File: src/rtl/ebus_pkg.sv
// Shared EBUS definitions: function codes, responder FSM states, bus widths.
// Buses are declared [W-1:0]; EBUS bit i maps to vector bit W-1-i, so EBUS
// bit 0 is the numeric MSB exactly as on the EDP.
package ebus_pkg;

  localparam int EBUS_DW  = 36;  // data word
  localparam int EBUS_CSW = 7;   // controller select
  localparam int EBUS_FW  = 3;   // function code
  localparam int EBUS_PIW = 8;   // PI request lines
  localparam int EBUS_LW  = 3;   // PI level field (low 3 bits of CONO word)

  typedef enum logic [EBUS_FW-1:0] {
    funcCONO   = 3'd0,
    funcCONI   = 3'd1,
    funcDATAO  = 3'd2,
    funcDATAI  = 3'd3,
    funcPISERV = 3'd4
  } tEBUSfunc;

  typedef enum logic [2:0] {
    rspIDLE,
    rspSETTLE,
    rspWXFER,
    rspRXFER,
    rspHOLD
  } tEBUSrspState;

  // CONO/CONI/DATAO/DATAI are addressed by controller select
  function automatic logic func_is_dev(input logic [EBUS_FW-1:0] f);
    return f <= 3'd3;
  endfunction

  // write functions capture bus data, the rest drive it
  function automatic logic func_is_write(input tEBUSfunc f);
    return (f == funcCONO) || (f == funcDATAO);
  endfunction

endpackage

File: src/rtl/ebus_pi_gen.sv
// PI request generator: decodes the CONO level into a one-hot request line and
// suppresses the request after it has been served until the device drops and
// re-raises dev_pi_req.
module ebus_pi_gen
  import ebus_pkg::*;
(
  input  logic                clk,
  input  logic                rst_n,
  input  logic [EBUS_LW-1:0]  level,       // 0 disables
  input  logic                dev_pi_req,
  input  logic                serve_done,  // PISERV leaving HOLD
  output logic [EBUS_PIW-1:0] ebus_pi      // EBUS line L = bit 7-L
);

  logic blocked;

  // A served request stays blocked while the device keeps it high; any clock
  // with dev_pi_req low re-arms, so only a fresh rise interrupts again.
  always_ff @(posedge clk or negedge rst_n) begin
    if (!rst_n)           blocked <= 1'b0;
    else if (!dev_pi_req) blocked <= 1'b0;
    else if (serve_done)  blocked <= 1'b1;
  end

  // One-hot level decode onto the PI lines
  always_comb begin
    ebus_pi = '0;
    if (dev_pi_req && !blocked && (level != '0))
      ebus_pi[3'd7 - level] = 1'b1;
  end

endmodule

File: src/rtl/ebus_responder.sv
// Device-side EBUS endpoint: decodes select/function on DEMAND, waits for the
// bus to settle, then captures (CONO/DATAO) or drives (CONI/DATAI/PISERV) data
// and answers with XFER until DEMAND falls.
module ebus_responder
  import ebus_pkg::*;
#(
  parameter logic [EBUS_CSW-1:0] DEV_CS    = 7'o00,
  parameter int unsigned         SETTLE    = 2,       // 1..15
  parameter logic [EBUS_DW-1:0]  PI_VECTOR = 36'o0
) (
  input  logic                clk,
  input  logic                rst_n,
  input  logic [EBUS_CSW-1:0] ebus_cs,
  input  logic [EBUS_FW-1:0]  ebus_func,
  input  logic                ebus_demand,
  input  logic [EBUS_DW-1:0]  ebus_data_in,
  output logic                ebus_xfer,
  output logic                ebus_driving,
  output logic [EBUS_DW-1:0]  ebus_data_out,
  output logic [EBUS_PIW-1:0] ebus_pi,
  input  logic [EBUS_DW-1:0]  dev_status,
  input  logic [EBUS_DW-1:0]  dev_datai,
  input  logic                dev_pi_req,
  output logic [EBUS_DW-1:0]  cono_q,
  output logic [EBUS_DW-1:0]  datao_q,
  output logic                cono_stb,
  output logic                datao_stb,
  output logic                datai_stb
);

  localparam logic [3:0] SETTLE_CNT = 4'(SETTLE);

  tEBUSrspState state;
  tEBUSfunc     func_q;
  logic [3:0]   cnt;
  logic         sel_dev, sel_pi, serve_done;
  logic [3:0]   cnt_nxt;

  // Device functions need our select code; PI serve answers on any select
  // but only while we are actually requesting.
  assign sel_dev = ebus_demand && (ebus_cs == DEV_CS) && func_is_dev(ebus_func);
  assign sel_pi  = ebus_demand && (ebus_func == funcPISERV) && dev_pi_req &&
                   (ebus_pi != '0);

  assign serve_done = (state == rspHOLD) && !ebus_demand && (func_q == funcPISERV);
  assign cnt_nxt    = cnt + 4'd1;

  // Transfer sequencer; all bus-facing outputs are registered here
  always_ff @(posedge clk or negedge rst_n) begin
    if (!rst_n) begin
      state         <= rspIDLE;
      func_q        <= funcCONO;
      cnt           <= '0;
      ebus_xfer     <= 1'b0;
      ebus_driving  <= 1'b0;
      ebus_data_out <= '0;
      cono_q        <= '0;
      datao_q       <= '0;
      cono_stb      <= 1'b0;
      datao_stb     <= 1'b0;
      datai_stb     <= 1'b0;
    end else begin
      cono_stb  <= 1'b0;
      datao_stb <= 1'b0;
      datai_stb <= 1'b0;
      case (state)
        rspIDLE: begin
          if (sel_dev || sel_pi) begin
            func_q <= tEBUSfunc'(ebus_func);
            cnt    <= '0;
            state  <= rspSETTLE;
          end
        end
        rspSETTLE: begin
          if (!ebus_demand) begin
            state <= rspIDLE;  // initiator gave up before data was valid
          end else begin
            cnt <= cnt_nxt;
            if (cnt_nxt == SETTLE_CNT)
              state <= func_is_write(func_q) ? rspWXFER : rspRXFER;
          end
        end
        rspWXFER: begin
          if (func_q == funcCONO) begin
            cono_q   <= ebus_data_in;
            cono_stb <= 1'b1;
          end else begin
            datao_q   <= ebus_data_in;
            datao_stb <= 1'b1;
          end
          ebus_xfer <= 1'b1;
          state     <= rspHOLD;
        end
        rspRXFER: begin
          // sampled once here; HOLD keeps this word even if the source moves
          case (func_q)
            funcCONI:  ebus_data_out <= dev_status;
            funcDATAI: ebus_data_out <= dev_datai;
            default:   ebus_data_out <= PI_VECTOR;
          endcase
          datai_stb    <= (func_q == funcDATAI);
          ebus_driving <= 1'b1;
          ebus_xfer    <= 1'b1;
          state        <= rspHOLD;
        end
        rspHOLD: begin
          if (!ebus_demand) begin
            ebus_xfer     <= 1'b0;
            ebus_driving  <= 1'b0;
            ebus_data_out <= '0;
            state         <= rspIDLE;
          end
        end
        default: state <= rspIDLE;
      endcase
    end
  end

  // PI level is the low 3 bits (EBUS bits 33:35) of the last CONO word
  ebus_pi_gen u_pi_gen (
    .clk        (clk),
    .rst_n      (rst_n),
    .level      (cono_q[EBUS_LW-1:0]),
    .dev_pi_req (dev_pi_req),
    .serve_done (serve_done),
    .ebus_pi    (ebus_pi)
  );

endmodule

File: config.mk
export PLATFORM = sky130hd
export DESIGN_NAME = ebus_responder
export DESIGN_NICKNAME = d
export VERILOG_FILES = /design/src/rtl/ebus_pkg.sv /design/src/rtl/ebus_pi_gen.sv /design/src/rtl/ebus_responder.sv
export SDC_FILE = /design/constraint.sdc
export NUM_CORES = 1
export LEC_CHECK = 0
export ABC_AREA = 0
export CAP_MARGIN = 10
export CORE_MARGIN = 2
export CORE_UTILIZATION = 45
export DETAILED_ROUTE_END_ITERATION = 6
export PLACE_DENSITY = 0.91
export SETUP_SLACK_MARGIN = 0.05
export SLEW_MARGIN = 20
export SYNTH_ARGS = -nofsm -noshare
export SYNTH_HDL_FRONTEND = slang
export SYNTH_SLANG_ARGS = --single-unit
File: constraint.sdc
create_clock -name clk -period 3.7 [get_ports clk]
set_clock_uncertainty 0.15 [all_clocks]
set_input_delay 0.555 -clock clk [delete_from_list [all_inputs] [get_ports clk]]
set_output_delay 0.555 -clock clk [all_outputs]
set_load 0.03 [all_outputs]
==> results of run 1 <==
==> through the flow <==
stage | cell area (sq um) | hold WS, ns | utilization | total power [mW] | cells
detailed placement | 7820 | 0.323 | 0.682 | 2.31 | 731
floorplan | 5310 | 0.109 | - | 1.93 | 360
global route | 8430 | 0.0212 | 0.735 | 4.12 | 762
CTS | 8430 | 0.000541 | 0.735 | 4.01 | 762
global placement | 7820 | 0.323 | 0.682 | 2.28 | 731
finish | 8430 | -0.0103 | 0.735 | 3.98 | 762
==> area by class of cell <==
class | instances | area (sq um)
clock inverter | 6 | 108
inverter | 6 | 22.5
timing repair buffer | 247 | 2470
multi-input combinational | 211 | 2040
fill | 695 | 3040
sequential | 124 | 3100
tap | 143 | 179
clock buffer | 25 | 505
==> registers in the layout, indices dropped and copies added (netlist names) <==
signal	flops
cnt	4
cono_q	36
cono_stb	1
datai_stb	1
datao_q	36
datao_stb	1
ebus_data_out	36
ebus_driving	1
ebus_xfer	1
func_q	3
state	3
u_pi_gen.blocked	1
==> how the worst max path moves through the flow <==
stage / from / to / slack, ns / cells past startpoint
finish: dev_pi_req / ebus_pi[2] / 0.71 / 5
CTS: dev_pi_req / ebus_pi[2] / 0.71 / 5
detailed placement: dev_pi_req / ebus_pi[2] / 0.73 / 5
floorplan: dev_pi_req / ebus_pi[5] / 1.28 / 2
global placement: dev_pi_req / ebus_pi[2] / 0.78 / 5
global route: dev_pi_req / ebus_pi[4] / 0.60 / 5
==> cell families (layout without fill, tap and decap cells) <==
| kind of cell | after synthesis | in the layout |
|---|---|---|
| DFF | 124 | 124 |
| muxes | 112 | 112 |
| and+or+nand+nor | 45 | 45 |
| adders and majority gates | 2 | 2 |
| other | 1 | 1 |
| buffers and inverters | 25 | 284 |
| AOI/OAI and AO/OA | 51 | 51 |
==> cell usage in the layout, fill, tap and decap left out, types with 2 or more instances in the layout <==
cell,instances
a21oi_1,2
and2b_2,2
and4b_1,2
buf_4,6
bufinv_16,3
clkbuf_1,3
clkbuf_16,17
clkbuf_8,5
clkdlybuf4s50_1,240
clkinv_2,2
dfrtp_1,123
ha_1,2
inv_1,6
mux2_2,46
mux2_4,29
mux2i_1,37
nand2_1,10
nand3_1,2
nor2_1,9
nor3_1,3
nor3b_1,4
nor4_1,2
nor4bb_1,2
o21ai_0,3
o22ai_1,3
o2bb2ai_1,36
==> power groups by stage <==
stage	Combinational [mW]	Sequential, mW	Clock, mW
detailed placement	0.768	1.54	0
CTS	0.773	1.52	1.72
floorplan	0.270	1.66	0
finish	0.765	1.53	1.69
global placement	0.744	1.54	0
global route	0.812	1.54	1.77
==> metal layers <==
metal / vias up / part of all wire / track usage
li1: 1825 / - / -
met4: 0 / 0.015 / 0.0789
met3: 20 / 0.11 / 0.110
met1: 1947 / 0.38 / 0.263
met5: - / 0 / 0
met2: 184 / 0.49 / 0.396
==> reports/metrics.cfg, run 1 <==
[global_route]
gr-total-overflow=0
grt_pass1_vias=4339
globalRouteTotalUtil=0.235
grt_max_degree=82
antenna_found_initial=0
grt_pass1_wl_um=22900

[setup_path]
critPathRequiredTime_ns=2.99
critPathKind=in -> out
crit_family=buffers and inverters
critPathMostFrequentCell=clkdlybuf4s50_1
r2r-start=state[2]$_DFFE_PN0P_
path_buf_inv=2
worstPathMaxFanout=5
slowest_delay_ns=0.71
cp-end-kind=primary output
critPathArrivalTime_ns=2.28
start_kind=primary input
path_cells=clkdlybuf4s50_1, and2b_2, nand2_1, nor3b_1, clkdlybuf4s50_1
r2r-end=datao_q[22]$_DFFE_PN0P_
reg2reg_setup_slack_ns=1.26
reg2regPathDepth=4
crit_slowest_cell=clkdlybuf4s50_1

[sta]
drv_slew=0
rsz0062_at_grt=no
worstMarginPinSlew_ns=0.870
finalSetupViolations=0
fmax_mhz=335
fin_hold_ws_ns=-0.0103
max_slew_margin=0.420
fin_crit_sh=0.807
hold_viol_final=5
period_needed_ns=2.99
fin_tns_setup_ns=0
fin_ws_ns=0.715

[synth]
synth.yosys.seq_area_share=0.584
synthCells=360
synth_fa_ha_area_frac=0.00471
synth-xor-area-share=0
synth_edf_count=0
ys.flop_type=dfrtp_1
syn_area_sq_um=5310
synth_top_area_frac=0.584
synth_most_common_cell=dfrtp_1
synthMuxAreaShare=0.249
ys_top_cells_by_area=dfrtp_1, mux2_2, mux2_4
synth.avg_cell_area_sq_um=14.8
synth_top_family_by_area=multiplexers
syn_nets=484
synthTopCellsByCount=dfrtp_1, mux2_2, mux2i_1
async_flop_share=1.00
yosys.area.top_type=dfrtp_1
yosys_warnings=0
synth_compound_area_frac=0.0792
ys_types=41
synth-simple-area-share=0.0506
ys_ff_latch=124

[power_and_ir_drop]
ir_worst_vdd_v=0.000316
seq_power_share=0.383
pwr-share-comb=0.192
leakagePower_nw=3.66
internal-power_mw=2.99
powerDensity_nw_per_um2=472
p_sw_frac=0.249
switchingPower_mw=0.992
p_clk_frac=0.424

[layout]
fin_nets=731
n_antenna_cell=0
drive_above_1_share=0.192
syn2layout_area_growth_pct=58.7

[detailed_routing]
drtPass1Iterations=5
drcViolationCount=0
routedWlPerCell_um=19.2
via_count=3976
wl_um=14600
final_antenna_net_count=0
vias_per_cell=5.22
first_iter_violations=127

[placed_design]
pre_cts_ws_ns=0.728
hpwl_um=10600
port_buffers=241
place_congestion=0.777

[cts]
cts_resized=0
clock_sinks=124
clkTransAtPathRegs_ns=0.05
cts_tree=done
cts-root-buf=clkbuf_16
cts_setup_buffers=0
cts_buffers=17
clk_path_buf_depth=2
h-tree-depth=4
holdBufCountCts=0
insertion_delay_ns=0.40

[floorplan]
core_sq_um=11500
ios=243
start_util=0.463
chipHeight_um=113
dieWidth_um=113
placementRows=39
fp.dieArea_sq_um=12700

[status]
violations=hold timing
status=finished with violations

[min_path]
worstHoldPathType=in -> async

[job]
maxCapViolations=0

Note: power is estimated with default switching activity, not from simulation.
==> inputs of run 2 (changes only) <==
CORE_UTILIZATION = 38   (was 45)
PLACE_DENSITY = 0.82   (was 0.91)
clock period = 2.6 ns   (was 3.7 ns; I/O delays follow)
==> run 2 against run 1 <==
  * The flow now finishes without violations
  * Wire length rose by 2.3%
  * Register-to-register slack worse by 0.77 ns
  * First-iteration DRC count up 83%
  * Core utilization is 12 points lower
  * Critical path depth is 1 lower
  * Global-route usage is 3.1 points lower
  * Combinational power is 42% higher
  * Sequential share of layout area decreased by 0.24 points
  * Via count grew 0.13%
  * Hold slack gained 0.35 ns
  * Total power increased by 39%
  * Setup slack worse by 0.60 ns
  * Largest cell class unchanged
  * Largest power group unchanged
==> reports/metrics.cfg, run 2 (same netlist as run 1, synthesis figures left out) <==
[detailed_routing]
wl_um=15000
via_count=3981
vias_per_cell=4.96
first_iter_violations=233
drcViolationCount=0
final_antenna_net_count=0
drtPass1Iterations=5
routedWlPerCell_um=18.6

[cts]
clkTransAtPathRegs_ns=0.05
h-tree-depth=4
clk_path_buf_depth=2
cts-root-buf=clkbuf_16
clock_sinks=124
cts_resized=0
cts_tree=done
cts_buffers=17
insertion_delay_ns=0.41

[layout]
n_antenna_cell=0
num-fill-cells=1078
reg.largest.list=cono_q x36, datao_q x36, ebus_data_out x36
drive_above_1_share=0.212
final_common_cell=clkdlybuf4s50_1
fin_nets=736
final_cell_count_no_fill=803
utilization=0.616
syn2layout_area_growth_pct=59.7
final_cell_mix=clkdlybuf4s50_1, dfrtp_1, mux2_2

[placed_design]
hpwl_um=11100
dp.cells=772
port_buffers=241
place_congestion=0.825

[floorplan]
chipHeight_um=122
core_sq_um=13800
dieWidth_um=122
placementRows=43
ios=243
fp.dieArea_sq_um=14900
start_util=0.386

[power_and_ir_drop]
leakagePower_nw=3.69
powerDensity_nw_per_um2=651
ir_worst_vdd_v=0.000385

[sta]
fmax_mhz=403
hold_viol_final=0
rsz0062_at_grt=no
fin_tns_setup_ns=0
drv_slew=0
worstMarginPinSlew_ns=0.628
period_needed_ns=2.48
finalSetupViolations=0
max_slew_margin=0.576
fin_crit_sh=0.954

[global_route]
grt_pass1_vias=4344
globalRouteTotalUtil=0.204
grt_max_degree=47
grt_pass1_wl_um=23000
antenna_found_initial=0
gr-total-overflow=0

[setup_path]
crit_slowest_cell=nor4bb_1
path_buf_inv=2
critPathRequiredTime_ns=2.06
crit_family=simple AND/OR/NAND/NOR gates
critPathArrivalTime_ns=1.94
slowest_delay_ns=0.58
critPathKind=in -> out
path_cells=clkdlybuf4s50_1, and2b_2, nor4bb_1, buf_4
start_kind=primary input
worstPathMaxFanout=5
cp-end-kind=primary output

[status]
status=finished, final reports clean

[job]
maxCapViolations=0

[min_path]
worstHoldPathType=reg -> reg

==> run 2: cell count changes in the layout (fill, tap and decap cells not counted), sizes merged <==
cell and delta:
bufinv -2, clkinv +1, clkinvlp +1, buf +11, dlygate4sd3 +1, clkdlybuf4s50 -7
clkbuf -1
==> run 2: final cells by class <==
class                   instances  area (sq um)  area share
well taps                     180           225      0.0265
inverters                       6          22.5     0.00265
clock inverters                 6          60.1     0.00708
multi-input cells             211          2050       0.241
repair buffers                252          2510       0.296
clock buffers                  24           512      0.0603
flip-flops and latches        124          3100       0.366
==> run 2: worst register-to-register path, cell delays in order, from the launching register on <==
cell      delay [ns]
dfrtp_1         0.44
nand2b_4        0.19
nor2_1          0.06
nand2_2         0.35
buf_4           0.41
mux2_2          0.40
==> run 2: where the power goes <==
group	switching, mW	leakage [nW]	internal, mW
Sequential	0.112	1.53	2.06
Combinational	0.523	1.87	0.566
Clock	0.808	0.280	1.45
==> run 2: per-stage QoR <==
step | instance area [sq um] | setup WS [ns] | hold slack (ns) | total power [mW]
floorplan | 5310 | 0.408 | -0.0556 | 2.75
global placement | 7900 | 0.108 | 0.292 | 3.26
detailed placement | 7900 | 0.132 | 0.298 | 3.30
CTS | 8480 | 0.126 | 0.339 | 5.58
global route | 8480 | 0.0673 | 0.355 | 5.74
finish | 8480 | 0.118 | 0.337 | 5.52
==> run 2: layer usage <==
layer | vias up | track usage | wire length, um | share of wire
met2 | 195 | 0.341 | 7420 | 0.50
met1 | 1937 | 0.228 | 5610 | 0.37
met4 | 0 | 0.0862 | 335 | 0.022
met3 | 27 | 0.0855 | 1600 | 0.11
met5 | - | 0 | 0 | 0
li1 | 1822 | - | - | -
==> run 2: timing repair <==
| item | in CTS | in global routing |
|---|---|---|
| hold buffers | 1 | 0 |
| endpoints found under the hold margin | 42 | 0 |
| setup buffers | 0 | 0 |
| endpoints found under the setup margin | 0 | 0 |
==> run 2: path summary, 6_finish.rpt <==
| path | startpoint | to | slack, ns | depth (start not counted) |
|---|---|---|---|---|
| setup / recovery | dev_pi_req | ebus_pi[5] | 0.12 | 4 |
| hold / removal | ebus_data_out[13]$_DFFE_PN0P_ | ebus_data_out[13]$_DFFE_PN0P_ | 0.34 | 1 |
| setup reg to reg | state[2]$_DFFE_PN0P_ | cono_q[8]$_DFFE_PN0P_ | 0.49 | 5 |
| hold reg to reg | ebus_data_out[13]$_DFFE_PN0P_ | ebus_data_out[13]$_DFFE_PN0P_ | 0.34 | 1 |
| max in group asynchronous | rst_n | cono_q[15]$_DFFE_PN0P_ | 1.19 | 3 |
| min in group asynchronous | rst_n | datao_q[22]$_DFFE_PN0P_ | 0.40 | 2 |
